--- src/rtl/ppu_pkg.sv ---
// Shared types and constants for the PPU sequencer slice.
package ppu_pkg;

    localparam int PPU_PSUM_W  = 32;
    localparam int PPU_DIM_W   = 8;
    localparam int PPU_ADDR_W  = 16;
    localparam int PPU_SCALE_W = 6;
    localparam int POOL_WIN    = 4;

    typedef enum logic [2:0] {
        IDLE,
        RUN,
        CAPTURE,
        FLUSH,
        DONE
    } ppu_ctrl_state_e;

    typedef struct packed {
        logic [PPU_DIM_W-1:0]   h;
        logic [PPU_DIM_W-1:0]   w;
        logic                   pool;
        logic                   relu;
        logic [PPU_SCALE_W-1:0] scale;
        logic [PPU_ADDR_W-1:0]  base;
    } ppu_cfg_t;

    // Number of results a tile produces; odd trailing rows/cols are dropped when pooling.
    function automatic logic [2*PPU_DIM_W-1:0] tile_total(input ppu_cfg_t cfg);
        logic [2*PPU_DIM_W-1:0] hh;
        logic [2*PPU_DIM_W-1:0] ww;
        hh = (2*PPU_DIM_W)'(cfg.h);
        ww = (2*PPU_DIM_W)'(cfg.w);
        if (cfg.pool) begin
            hh = hh >> 1;
            ww = ww >> 1;
        end
        return hh * ww;
    endfunction

endpackage

--- src/rtl/ppu_out_reg.sv ---
// One-entry valid/ready output register holding a result byte and its address.
module ppu_out_reg #(
    parameter int DATA_W = 8,
    parameter int ADDR_W = 16
) (
    input  logic              clk_i,
    input  logic              rst_i,
    input  logic              load_i,
    input  logic [DATA_W-1:0] data_i,
    input  logic [ADDR_W-1:0] addr_i,
    input  logic              ready_i,
    output logic              valid_o,
    output logic [DATA_W-1:0] data_o,
    output logic [ADDR_W-1:0] addr_o,
    output logic              free_o
);

    logic              valid_q;
    logic [DATA_W-1:0] data_q;
    logic [ADDR_W-1:0] addr_q;

    // Free when empty or draining this cycle, so a load may overwrite a departing entry.
    assign free_o  = !valid_q || ready_i;
    assign valid_o = valid_q;
    assign data_o  = data_q;
    assign addr_o  = addr_q;

    always_ff @(posedge clk_i) begin
        if (rst_i) begin
            valid_q <= 1'b0;
            data_q  <= '0;
            addr_q  <= '0;
        end else if (load_i) begin
            valid_q <= 1'b1;
            data_q  <= data_i;
            addr_q  <= addr_i;
        end else if (ready_i) begin
            valid_q <= 1'b0;
        end
    end

endmodule

--- src/rtl/ppu_ctrl.sv ---
// Tile sequencer for one PPU: forwards psums, drives maxpool/ReLU controls and
// streams each int8 result with its address. cfg fields use the package widths.
module ppu_ctrl
    import ppu_pkg::*;
#(
    parameter int PSUM_W = PPU_PSUM_W,
    parameter int DIM_W  = PPU_DIM_W,
    parameter int ADDR_W = PPU_ADDR_W
) (
    input  logic              clk,
    input  logic              rst,
    input  logic              start,
    input  logic [DIM_W-1:0]  cfg_h,
    input  logic [DIM_W-1:0]  cfg_w,
    input  logic              cfg_pool,
    input  logic              cfg_relu,
    input  logic [5:0]        cfg_scale,
    input  logic [ADDR_W-1:0] cfg_base,
    input  logic              psum_valid,
    output logic              psum_ready,
    input  logic [PSUM_W-1:0] psum_data,
    output logic [PSUM_W-1:0] ppu_data_in,
    output logic [5:0]        ppu_scale,
    output logic              ppu_maxpool_init,
    output logic              ppu_maxpool_en,
    output logic              ppu_relu_sel,
    output logic              ppu_relu_en,
    input  logic [7:0]        ppu_data_out,
    output logic              out_valid,
    input  logic              out_ready,
    output logic [7:0]        out_data,
    output logic [ADDR_W-1:0] out_addr,
    output logic              busy,
    output logic              done
);

    localparam int CNT_W = 2*DIM_W;
    localparam int WIN_W = $clog2(POOL_WIN);

    ppu_ctrl_state_e   state_q, state_d;
    ppu_cfg_t          cfg_q, cfg_d;
    logic [CNT_W-1:0]  out_idx_q, out_idx_d;
    logic [WIN_W-1:0]  win_cnt_q, win_cnt_d;

    logic [CNT_W-1:0]  total;
    logic [CNT_W-1:0]  out_idx_inc;
    logic [ADDR_W-1:0] load_addr;
    logic              out_free;
    logic              out_load;
    logic              fire;

    assign total       = tile_total(cfg_q);
    assign out_idx_inc = out_idx_q + 1'b1;
    assign load_addr   = cfg_q.base + ADDR_W'(out_idx_q);

    assign ppu_data_in = psum_data;
    assign ppu_scale   = cfg_q.scale;
    assign ppu_relu_en = cfg_q.relu;
    assign busy        = (state_q != IDLE);
    assign done        = (state_q == DONE);

    always_comb begin
        state_d          = state_q;
        cfg_d            = cfg_q;
        out_idx_d        = out_idx_q;
        win_cnt_d        = win_cnt_q;
        psum_ready       = 1'b0;
        fire             = 1'b0;
        ppu_maxpool_init = 1'b0;
        ppu_maxpool_en   = 1'b0;
        ppu_relu_sel     = 1'b0;
        out_load         = 1'b0;
        case (state_q)
            IDLE: begin
                if (start) begin
                    cfg_d.h     = cfg_h;
                    cfg_d.w     = cfg_w;
                    cfg_d.pool  = cfg_pool;
                    cfg_d.relu  = cfg_relu;
                    cfg_d.scale = cfg_scale;
                    cfg_d.base  = cfg_base;
                    out_idx_d   = '0;
                    win_cnt_d   = '0;
                    state_d     = (tile_total(cfg_d) == '0) ? DONE : RUN;
                end
            end
            RUN: begin
                psum_ready = out_free;
                fire       = psum_valid && psum_ready;
                if (fire) begin
                    if (cfg_q.pool) begin
                        ppu_maxpool_init = (win_cnt_q == '0);
                        ppu_maxpool_en   = (win_cnt_q != '0);
                        win_cnt_d        = win_cnt_q + 1'b1;
                        if (win_cnt_q == WIN_W'(POOL_WIN-1)) begin
                            state_d = CAPTURE;
                        end
                    end else begin
                        out_load  = 1'b1;
                        out_idx_d = out_idx_inc;
                        if (out_idx_inc == total) begin
                            state_d = FLUSH;
                        end
                    end
                end
            end
            // The PPU pool register now holds the window max; hold here until the output slot frees.
            CAPTURE: begin
                ppu_relu_sel = 1'b1;
                if (out_free) begin
                    out_load  = 1'b1;
                    out_idx_d = out_idx_inc;
                    state_d   = (out_idx_inc == total) ? FLUSH : RUN;
                end
            end
            FLUSH: begin
                if (out_free) begin
                    state_d = DONE;
                end
            end
            DONE: begin
                state_d = IDLE;
            end
            default: begin
                state_d = IDLE;
            end
        endcase
    end

    always_ff @(posedge clk) begin
        if (rst) begin
            state_q   <= IDLE;
            cfg_q     <= '0;
            out_idx_q <= '0;
            win_cnt_q <= '0;
        end else begin
            state_q   <= state_d;
            cfg_q     <= cfg_d;
            out_idx_q <= out_idx_d;
            win_cnt_q <= win_cnt_d;
        end
    end

    ppu_out_reg #(
        .DATA_W (8),
        .ADDR_W (ADDR_W)
    ) u_out_reg (
        .clk_i   (clk),
        .rst_i   (rst),
        .load_i  (out_load),
        .data_i  (ppu_data_out),
        .addr_i  (load_addr),
        .ready_i (out_ready),
        .valid_o (out_valid),
        .data_o  (out_data),
        .addr_o  (out_addr),
        .free_o  (out_free)
    );

endmodule

--- config.mk ---
export PLATFORM = sky130hd
export DESIGN_NAME = ppu_ctrl
export DESIGN_NICKNAME = d
export VERILOG_FILES = /design/src/rtl/ppu_pkg.sv /design/src/rtl/ppu_out_reg.sv /design/src/rtl/ppu_ctrl.sv
export SDC_FILE = /design/constraint.sdc
export NUM_CORES = 1
export LEC_CHECK = 0
export CAP_MARGIN = 20
export CORE_UTILIZATION = 35
export DETAILED_ROUTE_END_ITERATION = 8
export PLACE_DENSITY = 0.68
export SLEW_MARGIN = 20
export SYNTH_ARGS = -nofsm -noshare
export SYNTH_HDL_FRONTEND = slang
export SYNTH_SLANG_ARGS = --single-unit
--- constraint.sdc ---
create_clock -name clk -period 14.89 [get_ports clk]
set_clock_uncertainty 0.05 [all_clocks]
set_input_delay 2.2335 -clock clk [delete_from_list [all_inputs] [get_ports clk]]
set_output_delay 2.2335 -clock clk [all_outputs]
set_load 0.01 [all_outputs]
; ---- Word-level counts from Yosys, hierarchy flattened
; Cells that the tools add are included.
[totals]
register_bits = 86
inputBits = 85
out_inout_bits = 70
wordCells = 87
[classes]
n_addsub = 3
mul = 2
n_eq_ne = 14
muxes = 41
n_reduce_logical = 15
[op_table]
columns = op, count
row1 = 16-bit 2-to-1 mux, 8
row2 = 16-bit one-hot mux with 3 select lines, 1
row3 = 8-bit 2-to-1 mux, 4
row4 = 3-bit 2-to-1 mux, 8
row5 = 16-bit by 1-bit adder with 16-bit output (second input constant), 1
row6 = 16-bit adder, 1
row7 = 16-bit == test, 1
row8 = 16-bit logical NOT, 1
row9 = 16-bit by 16-bit multiplier with 16-bit output, 1
row10 = 8-bit by 8-bit multiplier with 16-bit output, 1
row11 = 1-bit 2-to-1 mux, 13
row12 = 2-bit != test (second input constant), 6
row13 = 3-bit one-hot mux with 4 select lines, 1
row14 = 2-bit 2-to-1 mux, 4
row15 = 3-bit by 2-bit == test with 1-bit output (second input constant), 2
row16 = 3-bit != test (second input constant), 2
row17 = 6-bit AND reduction, 1
row18 = 2-bit nonzero test, 3
row19 = 3-bit nonzero test, 2
row20 = 5-bit AND reduction, 1
row21 = 2-bit one-hot mux with 2 select lines, 1
row22 = 4-bit AND reduction, 1
row23 = 3-bit by 1-bit == test with 1-bit output (second input constant), 1
row24 = 3-bit == test (second input constant), 1
row25 = other kinds (9), 9

; ---- Depth between registers and ports, before layout
[logic_depth]
word_depth = 8
depth_mapped = 22
depth_no_buf = 20

; ---- Modules after synthesis
; From an unflattened synthesis, not the netlist that was laid out.
[hier_totals]
hier_cells = 1164
area_unflattened_um2 = 9683.0
[modules_own_cells]
columns = mod, n_inst, cells_each, area_per_inst_um2, seq_area_each_um2
row1 = ppu_ctrl, 1, 1082, 8772.2, 1221.2
row2 = ppu_out_reg, 1, 82, 910.9, 500.5

; ---- Worst setup path before layout
; Ideal clock, no wire load.
[synth_timing]
path_type = input to register
start = in cfg_pool
end = reg state_q[0]
setup_ns = 0.120
t_arrival_ns = 7.762
setup_slack_ns = 6.959
cell_stages = 21
n_path_buf = 2
path_cell_list = clkbuf_1 buf_1 mux2_2 nand2_1 fa_1 inv_1 fa_1 ha_1 ha_1 inv_1 fa_1 fa_1 inv_1 ha_1 o21ai_0 nor2b_1 o41ai_1 o41ai_1 a221oi_1 o2111ai_1 o31a_1
[synth_via]
elab_chain_cells = 8
elab_cells_between_ends = 11
classes_between = mul: 1 / mux: 9 / reduce/logical: 1
[synth_lines]
columns = element, line
row1 = "start, declared", ppu_ctrl.sv:15  ; input logic cfg_pool,
row2 = 8-bit 2-to-1 mux, ppu_pkg.sv:33  ; if (cfg.pool) begin
row3 = 16-bit 2-to-1 mux, ppu_ctrl.sv:75  ; if (start) begin
row4 = 16-bit 2-to-1 mux, ppu_ctrl.sv:73  ; case (state_q)
row5 = 16-bit by 16-bit multiplier with 16-bit output *, ppu_pkg.sv:37  ; return hh * ww;
row6 = 16-bit logical NOT *, ppu_ctrl.sv:84  ; state_d = (tile_total(cfg_d) == '0) ? DONE : RUN;
row7 = 3-bit 2-to-1 mux *, ppu_ctrl.sv:84
row8 = 3-bit 2-to-1 mux *, ppu_ctrl.sv:75
row9 = 3-bit one-hot mux with 4 select lines *, ppu_ctrl.sv:73
row10 = "end signal, assigned", ppu_ctrl.sv:137  ; state_q <= state_d;
row11 = "end, declared", ppu_ctrl.sv:40  ; ppu_ctrl_state_e state_q, state_d;
; Every way passes the cells marked *; elsewhere a longest branch is shown, timed or not. The select of a mux whose other input is x is not followed.
; A chain may end at the register's enable or synchronous reset.

; ---- Worst setup path after layout
; Same ends and word-level chain as after synthesis.

==> results.toml <==
[logic_synthesis]
yosysSeqAreaShare_pct = 18.0
synthXorXnorAreaFrac_pct = 4.72
synthMuxAreaShare_pct = 4.38
synth_simple_gate_area_share_pct = 20.6
ys_ff_latch = 86
synth_area_leaders = "dfxtp_1 (18%), fa_1 (15%), ha_1 (14%)"
yosys-top-cells-count = "nand2_1 (194), inv_1 (147), ha_1 (110), a21oi_1 (98), dfxtp_1 (86)"
syn_avg_cell_area_sq_um = 8.02
syn-cell-area_sq_um = 9570
synth-edff-count = 0
synth.most_common_cell = "nand2_1"
synth_warnings = 0
synth.distinct_cells = 71
synth_top_area_share_pct = 18.0
async_flop_share_pct = 0
synth_nets = 1460
yosys.area.top_type = "dfxtp_1"
ys.flop_type = "dfxtp_1"
synth_top_family_by_area = "adder cells"
synth-compound-area-share_pct = 12.5
synthAdderAreaFrac_pct = 29.4
postSynthCellCount = 1193

[detailed_routing]
drt_iter0_markers = 572
totalWireLength_um = 22800
wire_per_inst_um = 14.5
vias = 8028
detail-route-antenna-nets = 0
via_per_inst = 5.11
first_pass_iters = 6
drc = 0

[layout]
num-nets-final = 1492
syn2layout_area_growth_pct = 13.2
diodes = 0
drive_gt1_share_pct = 4.64
fin_util_pct = 40.3

[global_route]
antenna_found_initial = 0
grt-ovfl-total = 0
track_usage_pct = 16.5
grt_pass1_vias = 7853
grt_max_degree = 90
grt_pass1_wl_um = 37900

[worst_setup_path]
critPathLaunchType = "input port"
cp_cell_sequence = "clkdlybuf4s50_1 > mux2_2 > nand2_1 > fa_1 > inv_1 > fa_1 > ha_1 > ha_1 > inv_1 > fa_1 > fa_1 > inv_1 > ha_1 > o21ai_0 > nor2b_1 > o41ai_1 > o41ai_1 > a221oi_1 > o2111ai_1 > o31a_1"
required_ps = 15080
cp_max_fo = 21
slowest_delay_ps = 1070
crit_path_top_delay_cell = "clkdlybuf4s50_1"
critical_path_class = "in2reg"
crit_arrival_ps = 8700
crit_top_cell = "fa_1"
critPathCaptureType = "flop"

[clocking]
path_clk_slew_ps = 60
clock_latency_ps = 350
cts.htree.levels = 3
clock_path_buffers = 2
numCtsBuffers = 9
cts.sink_count = 86
cts_hold_buf = 0
cts_resized = 0
post_cts_buffers = 0
cts-root-buf = "clkbuf_16"
tritoncts = "yes"

[placed_design]
routabilityCongestion = 0.903
dp_hpwl_um = 18000
numPortBuffers = 90

[timing]
hold_viol_final = 0
tns_ps = 0
max_slew_margin_pct = 37.3
fin_crit_ps = 8510
max_freq_mhz = 117
finalMaxSlewViolations = 0
finalSetupViolCount = 0
rsz0062_at_grt = "false"
period_share_pct = 57.2
worstMarginPinSlew_ps = 940

[die]
die_w_um = 167
std_cell_rows = 60
start_util_pct = 35.6
core_sq_um = 26900
io_pins = 155
dieArea_sq_um = 28000
die_h_um = 167

[run]
cap_viol_max_count = 0

[pwr]
ir_drop_mv = 0.0544
p_leak_uw = 0.00489
powerDensity_nw_per_um2 = 120

[hold_path]
hold_class = "reg2reg"

[status]
outcome = "completed"
[logic make-up after synthesis]
| group | Yosys count |
|---|---|
| flops | 86 |
| mux | 38 |
| simple gates | 419 |
| xor+xnor | 50 |
| compound gates | 195 |
| fa+ha+maj | 182 |
| buf+inv | 223 |
[stage by stage]
stage | setup slack [ps] | total power [uW] | hold WS (ps) | instance area [sq um] | instances
global placement | 6300 | 1030 | 390 | 10500 | 1554
finish | 6380 | 1300 | 404 | 10800 | 1570
CTS | 6470 | 1310 | 405 | 10800 | 1570
floorplan | 6960 | 840 | 387 | 9570 | 1193
detailed placement | 6120 | 1050 | 397 | 10500 | 1555
global route | 6010 | 1420 | 420 | 10800 | 1570
[metal layers]
layer	up-vias	GRT usage [%]	part of all wire, %
li1	3960	-	-
met1	3869	21.2	46
met2	168	28.4	49
met3	31	2.79	3.7
met4	0	4.47	1.7
met5	-	0	0
[sequential cells by signal, summed over array words and instances, names as in the netlist]
name and flops:
u_out_reg.data_o 8, win_cnt_q 2, state_q 3, out_idx_q 16, ppu_scale 6, cfg_q 33, u_out_reg.valid_o 1, ppu_relu_en 1
u_out_reg.addr_o 16
[report_power, final]
group          internal, uW  leakage (uW)  switching [uW]
sequential              268      0.000700            33.1
combinational           306       0.00403             447
clock                   151      0.000159            97.7
[layout make-up]
type / instances / area [sq um]
inverter: 147 / 552
sequential: 86 / 1720
fill: 2734 / 16000
timing repair buffer: 97 / 948
multi-input combinational: 884 / 6870
clock buffer: 10 / 239
tap: 341 / 427
clock inverter: 5 / 82.6
[path summary, 6_finish.rpt]
check / from / endpoint / slack [ps] / depth (start not counted)
min reg2reg: u_out_reg.addr_o[6] / u_out_reg.addr_o[6] / 400 / 2
max: cfg_pool / state_q[0] / 6380 / 20
max reg2reg: cfg_q[23] / state_q[1] / 8980 / 19
min: u_out_reg.addr_o[6] / u_out_reg.addr_o[6] / 400 / 2
[worst max-delay path: cells and delay by family]
kind                     cells  cell delay, ps
AO/OA/AOI/OAI                6            1580
adder cells (fa/ha/maj)      7            2960
buffers and inverters        4            1230
multiplexers                 1             400
AND/OR/NAND/NOR              2             290
[layout by cell type, fill, tap and decap left out, types with 3 or more instances in the layout]
master / instances
a211oi_1: 4
a21o_1: 18
a21oi_1: 98
a221oi_1: 5
a31oi_1: 4
and2_1: 33
and3_1: 4
buf_4: 7
clkbuf_16: 9
clkdlybuf4s50_1: 89
dfxtp_1: 86
fa_1: 72
ha_1: 110
inv_1: 147
mux2_2: 21
mux2i_1: 16
nand2_1: 194
nand2b_1: 17
nand3_1: 19
nand3b_1: 7
nand4_1: 6
nor2_1: 67
nor2b_1: 26
nor3_1: 20
nor3b_1: 3
o211ai_1: 4
o21a_1: 6
o21ai_0: 24
o31ai_1: 3
or3_1: 6
xnor2_1: 34
xor2_1: 15
(Power assumes the default switching activity.)
